**config.mk**
```make
export PLATFORM = sky130hd
export DESIGN_NAME = primegen_cached
export DESIGN_NICKNAME = d
export VERILOG_FILES = /design/src/rtl/prime_pkg.sv /design/src/rtl/primegen_cached_mod_seq.sv /design/src/rtl/primegen_cached.sv
export SDC_FILE = /design/constraint.sdc
export NUM_CORES = 2
export LEC_CHECK = 0
export BUFFER_PORTS_ARGS = -buffer_cell sky130_fd_sc_hd__buf_2
export CELL_PAD_IN_SITES_DETAIL_PLACEMENT = 0
export CELL_PAD_IN_SITES_GLOBAL_PLACEMENT = 2
export CORE_ASPECT_RATIO = 0.75
export CORE_MARGIN = 2
export CORE_UTILIZATION = 25
export CTS_BUF_LIST = sky130_fd_sc_hd__clkbuf_16
export CTS_CLUSTER_SIZE = 12
export DETAILED_ROUTE_END_ITERATION = 7
export PLACE_DENSITY = 0.61
export SYNTH_ARGS = -nofsm -noshare
export SYNTH_HDL_FRONTEND = slang
export SYNTH_SLANG_ARGS = --single-unit
```
**constraint.sdc**
```tcl
create_clock -name clk -period 15.5 [get_ports clk]
set_input_delay 3.875 -clock clk [delete_from_list [all_inputs] [get_ports clk]]
set_output_delay 3.875 -clock clk [all_outputs]
set_load 0.01 [all_outputs]
```
**src/rtl/prime_pkg.sv**
```systemverilog
// rtl/prime_pkg.sv - shared types and helpers for the cached prime generator
package prime_pkg;

  typedef enum logic [1:0] {
    ERR_NONE  = 2'd0,
    ERR_OVF   = 2'd1,
    ERR_CACHE = 2'd2
  } err_code_e;

  typedef enum logic [2:0] {
    S_IDLE,
    S_NEXT,
    S_DIV_START,
    S_DIV_WAIT,
    S_COMMIT,
    S_ERR
  } state_e;

  function automatic int clog2(input int n);
    int r;
    r = 0;
    while ((1 << r) < n) r = r + 1;
    return r;
  endfunction

endpackage

```
**src/rtl/primegen_cached_mod_seq.sv**
```systemverilog
// rtl/primegen_cached_mod_seq.sv - restoring sequential remainder a mod b
module mod_seq
  import prime_pkg::*;
#(
  parameter int WIDTH = 16
) (
  input  logic             clk,
  input  logic             rst_n,
  input  logic             start,
  input  logic [WIDTH-1:0] a,
  input  logic [WIDTH-1:0] b,
  output logic [WIDTH-1:0] rem,
  output logic             rem_valid
);

  localparam int CNW = clog2(WIDTH + 1);

  logic [WIDTH-1:0] q, r, bl;
  logic [CNW-1:0]   cnt;
  logic             busy;
  logic [WIDTH:0]   trial, diff;

  assign trial = {r, q[WIDTH-1]};
  assign diff  = trial - {1'b0, bl};
  assign rem   = r;

  // One quotient bit per cycle, then a final cycle to raise rem_valid.
  always_ff @(posedge clk) begin
    if (!rst_n) begin
      q         <= '0;
      r         <= '0;
      bl        <= '0;
      cnt       <= '0;
      busy      <= 1'b0;
      rem_valid <= 1'b0;
    end else begin
      rem_valid <= 1'b0;
      if (start) begin
        q    <= a;
        r    <= '0;
        bl   <= b;
        cnt  <= CNW'(WIDTH);
        busy <= 1'b1;
      end else if (busy) begin
        if (cnt != '0) begin
          q   <= {q[WIDTH-2:0], 1'b0};
          r   <= diff[WIDTH] ? trial[WIDTH-1:0] : diff[WIDTH-1:0];
          cnt <= cnt - CNW'(1);
        end else begin
          rem_valid <= 1'b1;
          busy      <= 1'b0;
        end
      end
    end
  end

endmodule

```
**src/rtl/primegen_cached.sv**
```systemverilog
// rtl/primegen_cached.sv - ordered prime generator using trial division against a prime cache
module primegen_cached
  import prime_pkg::*;
#(
  parameter int WIDTH       = 16,
  parameter int CACHE_DEPTH = 32
) (
  input  logic             clk,
  input  logic             rst_n,
  input  logic             go,
  input  logic             restart,
  output logic             ready,
  output logic             error,
  output logic [1:0]       err_code,
  output logic [WIDTH-1:0] res,
  output logic [WIDTH-1:0] idx
);

  localparam int CW = clog2(CACHE_DEPTH + 1);
  localparam int AW = clog2(CACHE_DEPTH);

  state_e           state, state_n;
  err_code_e        err_r, err_n;
  logic [WIDTH-1:0] cache [CACHE_DEPTH];
  logic [CW-1:0]    count, j;
  logic [WIDTH-1:0] cand, rem, p_j, p_last;
  logic             rem_valid, div_start, j_lt, full, cache_we;
  logic [WIDTH:0]   res_p2, cand_p2, p_last_p2;
  logic [2*WIDTH-1:0] p_sq;
  logic [2*WIDTH+1:0] last_sq;

  mod_seq #(.WIDTH(WIDTH)) u_mod (
    .clk      (clk),
    .rst_n    (rst_n),
    .start    (div_start),
    .a        (cand),
    .b        (p_j),
    .rem      (rem),
    .rem_valid(rem_valid)
  );

  assign j_lt      = j < count;
  assign full      = count == CW'(CACHE_DEPTH);
  assign p_j       = j_lt ? cache[AW'(j)] : '0;
  assign p_last    = cache[AW'(count - CW'(1))];
  assign p_sq      = (2*WIDTH)'(p_j) * (2*WIDTH)'(p_j);
  assign p_last_p2 = {1'b0, p_last} + (WIDTH+1)'(2);
  assign last_sq   = (2*WIDTH+2)'(p_last_p2) * (2*WIDTH+2)'(p_last_p2);
  assign res_p2    = {1'b0, res} + (WIDTH+1)'(2);
  assign cand_p2   = {1'b0, cand} + (WIDTH+1)'(2);

  assign ready    = (state == S_IDLE) || (state == S_ERR);
  assign error    = state == S_ERR;
  assign err_code = err_r;

  always_comb begin
    state_n   = state;
    err_n     = ERR_NONE;
    div_start = 1'b0;
    case (state)
      S_IDLE: if (go) state_n = S_NEXT;
      S_NEXT: begin
        if (res < WIDTH'(3))  state_n = S_COMMIT;
        else if (res_p2[WIDTH]) begin
          state_n = S_ERR;
          err_n   = ERR_OVF;
        end else state_n = S_DIV_START;
      end
      S_DIV_START: begin
        if (j_lt) begin
          if (p_sq <= (2*WIDTH)'(cand)) begin
            div_start = 1'b1;
            state_n   = S_DIV_WAIT;
          end else state_n = S_COMMIT;
        end else if (!full || last_sq > (2*WIDTH+2)'(cand)) begin
          state_n = S_COMMIT;
        end else begin
          state_n = S_ERR;
          err_n   = ERR_CACHE;
        end
      end
      S_DIV_WAIT: begin
        if (rem_valid) begin
          if (rem == '0 && cand_p2[WIDTH]) begin
            state_n = S_ERR;
            err_n   = ERR_OVF;
          end else state_n = S_DIV_START;
        end
      end
      S_COMMIT: state_n = S_IDLE;
      S_ERR:    state_n = S_ERR;
      default:  state_n = S_IDLE;
    endcase
    if (restart) state_n = S_IDLE;
  end

  // A prime goes into the cache only when its ordinal is the next free slot,
  // so replaying the sequence after a restart never duplicates entries.
  assign cache_we = rst_n && !restart && (state == S_COMMIT) && !full
                    && (idx == WIDTH'(count));

  always_ff @(posedge clk) begin
    if (cache_we) cache[AW'(count)] <= cand;
  end

  always_ff @(posedge clk) begin
    if (!rst_n) begin
      state <= S_IDLE;
      err_r <= ERR_NONE;
      res   <= WIDTH'(1);
      idx   <= '0;
      cand  <= '0;
      j     <= '0;
      count <= '0;
    end else begin
      state <= state_n;
      if (restart) begin
        err_r <= ERR_NONE;
        res   <= WIDTH'(1);
        idx   <= '0;
      end else begin
        if (state != S_ERR && state_n == S_ERR) err_r <= err_n;
        case (state)
          S_NEXT: begin
            cand <= (res < WIDTH'(3)) ? res + WIDTH'(1) : res_p2[WIDTH-1:0];
            j    <= CW'(1);
          end
          S_DIV_WAIT: begin
            if (rem_valid) begin
              if (rem == '0) begin
                cand <= cand_p2[WIDTH-1:0];
                j    <= CW'(1);
              end else j <= j + CW'(1);
            end
          end
          S_COMMIT: begin
            res <= cand;
            idx <= idx + WIDTH'(1);
            if (cache_we) count <= count + CW'(1);
          end
          default: ;
        endcase
      end
    end
  end

endmodule

```
After elaboration in Yosys (flattened, before gate mapping)
Memory sizes are Yosys's and may differ from the RTL's. A register that Yosys moved wholly into a read port is not among the register bits.
Cells that the tools add are included.
- memories kept: 1
- register bits: 120
- logic and storage cells: 112
- output and inout bits: 36
- bits in writable memories: 512
- memory bits (read-only): 0
- bits of input ports: 4
- bits in latches: 0
- bitwise logic cells: 3
- eq/ne operators: 11
- multiply operators: 2
- shift-type cells: 0
- $add $sub $neg: 10
- divide/modulo/power cells: 0
- muxes and demuxes: 43
- order comparisons: 4
- reduce and logical (&&, ||, !) cells: 24
- memories (name ; words ; bits a word ; read ports ; clocked after Yosys merged registers in ; wr ports ; line ; RTL):
    cache ; 32 ; 16 ; 2 ; 1 ; 1 ; primegen_cached.sv:24 ; logic [WIDTH-1:0] cache [CACHE_DEPTH];
- operators by type and width (kind ; count):
    $mux W16 ; 8
    $add A16 B2 Y17 const B ; 3
    $gt A34 B16 Y1 ; 1
    $mul A17 B17 Y34 ; 1
    $add A16 B1 Y16 const B ; 2
    $le A32 B16 Y1 ; 1
    $mul A16 B16 Y32 ; 1
    $pmux W16 S2 ; 1
    $mux W5 ; 5
    $mux W3 ; 8
    $sub A17 B16 Y17 ; 1
    $eq A16 B6 Y1 ; 1
    $logic_not A16 Y1 ; 1
    $lt A16 B2 Y1 const B ; 1
    $pmux W3 S5 ; 1
    $mux W1 ; 14
    $add A6 B1 Y6 const B ; 2
    $mux W6 ; 2
    $pmux W6 S2 ; 1
    $sub A5 B1 Y5 const B ; 2
    $eq A3 B3 Y1 const B ; 3
    $eq A3 B2 Y1 const B ; 2
    $eq A6 B6 Y1 const B ; 1
    $logic_and A1 B1 Y1 ; 6
    other kinds (18) ; 28

Longest topological paths before layout
An unclocked memory read counts as a cell.
- word-level depth: 12
- gate-level depth with buffers: 49
- mapped depth without buffers: 41

Hierarchy
A second synthesis with hierarchy kept.
- cell total of the unflattened synthesis: 3969
- area total of the unflattened synthesis: 47868.4 um2
- modules (own cells, without submodules) (module ; instances ; area each (um2) ; cells each ; seq. area each (um2)):
    primegen_cached ; 1 ; 44649.1 ; 3574 ; 16776.1
    mod_seq ; 1 ; 3219.3 ; 395 ; 1101.1

Worst setup path before layout
No wires, ideal clock.
- path type: reg2reg
- from: reg count[0]
- to: reg err_r[0] (netlist: err_code[0])
- slack: 4.798 ns
- arrival: 10.580 ns
- cell stages (with the launch flop): 41
- clock period less this slack: 10.702 ns
- setup time: 0.122 ns
- path through: dfxtp_1 buf_2 buf_4 buf_4 buf_2 inv_1 ha_1 buf_2 clkbuf_1 mux4_2 nand2_1 o311ai_0 o2111ai_1 nor3_1 and3_1 nand2_1 or3_1 xor2_1 (+5 left out) fa_1 fa_1 fa_1 inv_1 fa_1 inv_1 ha_1 and2_0 a21oi_1 nor4bb_1 a21oi_1 a41oi_1 a21oi_1 or4_1 a221o_1 nor4_1 a2111oi_0 a311o_1
- longest elaborated chain between the ends: 12
- elaborated cells on any way between the ends: 21
- those cells by class: 2 x add/sub; 2 x mul; 3 x order compare; 2 x eq/ne; 8 x mux; 3 x reduce/logical; 1 x memory
- RTL lines (element ; line ; RTL):
    start: declaration ; primegen_cached.sv:25 ; logic [CW-1:0] count, j;
    start signal: assignment ; primegen_cached.sv:139 ; if (cache_we) count <= count + CW'(1);
    $sub A5 B1 Y5 ; primegen_cached.sv:45 ; assign p_last = cache[AW'(count - CW'(1))];
    $mem_v2 Z32 W16 ; -- ;
    $add A16 B2 Y17 ; primegen_cached.sv:47 ; assign p_last_p2 = {1'b0, p_last} + (WIDTH+1)'(2);
    $mul A17 B17 Y34 ; primegen_cached.sv:48 ; assign last_sq = (2*WIDTH+2)'(p_last_p2) * (2*WIDTH+2)'(p_last_p2);
    $gt A34 B16 Y1 ; primegen_cached.sv:75 ; end else if (!full || last_sq > (2*WIDTH+2)'(cand)) begin
    $logic_or A1 B1 Y1 ; primegen_cached.sv:75 ;
    $mux W1 ; primegen_cached.sv:75 ;
    $mux W3 ; primegen_cached.sv:70 ; if (j_lt) begin
    $pmux W3 S5 ; primegen_cached.sv:60 ; case (state)
    $mux W3 ; primegen_cached.sv:94 ; if (restart) state_n = S_IDLE;
    $eq A3 B3 Y1 ; primegen_cached.sv:122 ; if (state != S_ERR && state_n == S_ERR) err_r <= err_n;
    $logic_and A1 B1 Y1 ; primegen_cached.sv:122 ;
    end signal: assignment ; primegen_cached.sv:122 ;
    end: declaration ; primegen_cached.sv:23 ; err_code_e err_r, err_n;
Parallel ways exist; a longest one is shown, timed or not.
A chain may end at the register's enable or synchronous reset.

Final worst setup path
Same ends and word-level chain as after synthesis.

==> results.cfg <==
[setup_path]
crit_required_ns = 16.04
setup.worst_path.start_class = flip-flop
cpMostUsedCell = inv_1
r2r_cells = 37
crit_family = adder cells
crit_end = err_code[0]$_SDFFE_PP0P_
cp.arrival_ns = 13.65
path_depth = 37
path_max_fanout = 25
crit_buf_inv = 10
endpoint_kind = flip-flop
crit_path_start = count[0]$_SDFFE_PN0P_
cpPeakStageDelay_ns = 1.18
r2r_setup_slack_ns = 2.39
crit_slowest_cell = o311ai_0
r2r_start = count[0]$_SDFFE_PN0P_
worstSetupPathType = flip-flop to flip-flop
r2r-end = err_code[0]$_SDFFE_PP0P_

[floorplan]
pin_count = 40
fp.dieH_um = 380
fp.dieW_um = 506
start_util_pct = 25.1
core_um2 = 188000
rows = 138
die_area_um2 = 192000

[clock_network]
cts.sinks = 637
ctsResizeCount = 0
cts_hold_buf = 0
htreeDepth = 3
cts_buffer_depth = 3
path_clk_slew_ns = 0.06
postCtsSetupBuffers = 0
clk_latency_ns = 0.66
clock-root-buffer = clkbuf_16
tritoncts = done
cts_buffers = 70

[grt]
grt_overflow = 0
grt_pass1_vias = 32400
antenna_found_initial = 4
grt_pass1_wl_mm = 230
grt_util_all_layers_pct = 16.2
grt_max_degree = 96

[power]
ir_drop_v = 0.000100
power.density_nw_per_um2 = 101
combPwrFrac_pct = 35.5
switching_share_pct = 34.7
seq_power_share_pct = 34.3
p_int_uw = 3490
power.leakage_uw = 0.0202
p_clk_share_pct = 30.1
p_switching_uw = 1850

[flow_run]
cap_viol_max_count = 1

[timing]
finalCritPeriodShare_pct = 84.6
slew_violations = 0
rsz0062_at_grt = false
fin_tns_setup_ns = 0
hold_violations = 0
finalSetupViolations = 0
clock.fmax_ghz = 0.0763
fin_crit_ns = 13.11
skew_ns = 0.0308
tightestPinTransition_ns = 1.44
slew_headroom_pct = 2.20
worst_slack_ns = 2.39

[detailed_routing]
post_drt_wl_per_cell_um = 23.7
routed_wl_mm = 156
vias = 31800
firstDrtPassIters = 6
viasPerCell = 4.84
ant_nets = 0
first_iter_violations = 3491
drc = 0

[yosys]
ys_seq_elements = 637
synth-edff-count = 512
synthArstFlopShare_pct = 0
synth_cell_types = 92
netlist_area_um2 = 47200
synth_top_flop_cell = edfxtp_1
yosysSeqAreaShare_pct = 37.9
synth_cells = 3971
syn_avg_cell_area_um2 = 11.9
yosys_warnings = 0

[cells_and_area]
multiInputGateArea_um2 = 26500
final_cell_area_um2 = 52900
finalNonFillerCells = 6577
nets = 4633
regArea_um2 = 17900
drive_above_1_share_pct = 14.8
num-fill-cells = 19400
diodes = 0
syn2layout_area_growth_pct = 12.1

[outcome]
run_status = finished, violations left
violations = max-capacitance violations

[placed_design]
place_ws_ns = 2.53
hpwlAfterDp_mm = 113
dp_cells = 6458
port_buffers = 39
gp_congestion = 0.839
place_area_um2 = 50800

[hold_path]
hold_depth = 2
hold_class = flip-flop to flip-flop
-- Yosys cell counts, types with 38 or more instances --
| cell type | count | area share [%] |
|---|---|---|
| inv_1 | 590 | 4.7 |
| edfxtp_1 | 512 | 33 |
| nand2_1 | 416 | 3.3 |
| fa_1 | 357 | 15 |
| mux4_2 | 286 | 14 |
| ha_1 | 262 | 6.9 |
| nor2_1 | 251 | 2.0 |
| a21oi_1 | 128 | 1.4 |
| dfxtp_1 | 125 | 5.3 |
| clkbuf_1 | 103 | 0.82 |
| xnor2_1 | 82 | 1.5 |
| o21ai_0 | 73 | 0.77 |
| nand3_1 | 67 | 0.71 |
| and3_1 | 58 | 0.77 |
| buf_2 | 43 | 0.46 |
| nor3_1 | 43 | 0.46 |
| a211oi_1 | 38 | 0.60 |
-- stage by stage --
| step | power (uW) | hold WS (ns) | utilization, % |
|---|---|---|---|
| after global placement | 3780 | 0.441 | 27.0 |
| after global routing | 5680 | 0.477 | 28.1 |
| after CTS | 5370 | 0.449 | 28.1 |
| final | 5340 | 0.452 | 28.1 |
| after floorplan | 3200 | 0.419 | - |
| after detailed placement | 3750 | 0.440 | 27.0 |
-- worst min path at each step --
stage,endpoint,start,slack [ns]
3_3_place_gp,u_mod.bl[15]$_SDFFE_PN0P_,u_mod.bl[15]$_SDFFE_PN0P_,0.44
4_1_cts,u_mod.rem_valid$_SDFF_PP0_,u_mod.busy$_SDFF_PN0_,0.45
2_1_floorplan,u_mod.rem_valid$_SDFF_PP0_,u_mod.busy$_SDFF_PN0_,0.42
5_1_grt,u_mod.bl[3]$_SDFFE_PN0P_,u_mod.bl[3]$_SDFFE_PN0P_,0.48
3_5_place_dp,u_mod.rem_valid$_SDFF_PP0_,u_mod.busy$_SDFF_PN0_,0.44
6_report,u_mod.bl[9]$_SDFFE_PN0P_,u_mod.bl[9]$_SDFFE_PN0P_,0.45
-- cells in the final DEF, fill, tap and decap left out, drive strengths merged, types with 7 or more instances in the layout --
master,Yosys,layout
nand2,417,417
o211ai,9,9
a31oi,17,17
nor3,43,43
o21bai,11,11
nor2b,22,22
conb,2,12
and3,58,58
ha,262,262
o2111ai,11,11
mux2i,28,28
nand4,29,29
o21a,13,13
buf,72,133
inv,593,609
a311oi,7,7
a21o,36,36
nor2,253,253
and2,28,28
clkinv,6,34
edfxtp,512,512
clkbuf,104,71
mux4,286,286
o21ai,74,74
nand3,67,67
a221oi,7,7
nand2b,31,31
o22ai,15,15
nor4,19,19
mux2,18,18
o311ai,34,34
or3,17,17
a211oi,40,40
a21oi,128,128
xnor2,83,83
fa,357,357
xor2,38,38
or2,9,9
dfxtp,125,125
-- flip-flops by register name (all words and copies together), names as in the netlist, named ones only --
signal           flops
u_mod.cnt            5
count                6
res                 16
u_mod.busy           1
u_mod.q             16
u_mod.rem_valid      1
u_mod.bl            16
u_mod.rem           16
j                    6
err_code             2
cand                16
state                3
cache              512
idx                 16
-- worst min-delay path: cells and delay by family (launching register included) --
family	cells	cell delay (ns)
compound gates	1	0.05
flops	1	0.31
simple gates	1	0.05
-- routing by layer --
layer	routed length [um]	track usage [%]	vias to the layer above
met5	180	0.670	-
met4	2660	2.98	2
met3	13500	4.12	144
met2	61800	21.9	1192
met1	78000	25.6	16400
li1	-	-	14100
-- cells by family (layout without fill, tap and decap cells) --
family          Yosys count  count (layout)  synth area share [%]
simple gates           1023            1023                  9.93
buf+inv                 775             851                  6.48
compound gates          462             462                  6.61
mux                     332             332                  14.7
flops                   637             637                  37.9
xor+xnor                121             121                  2.28
fa+ha+maj               619             619                  22.1
other cells               2              12                0.0159
-- power by group through the flow --
stage               Combinational, uW  Sequential [uW]  Clock [uW]
global placement                 1910             1870           0
floorplan                        1330             1870           0
CTS                              1900             1830        1640
finish                           1900             1830        1610
global route                     2140             1830        1700
detailed placement               1880             1870           0
-- area by class of cell --
cell class              count  area share, %
multi-input cells        2569           50.2
flip-flops and latches    637           33.8
clock buffers              71           3.36
inverters                 599           4.25
well taps                2520           5.96
repair buffers            133           1.77
clock inverters            48          0.634
Power figures use the tool's default switching activity.
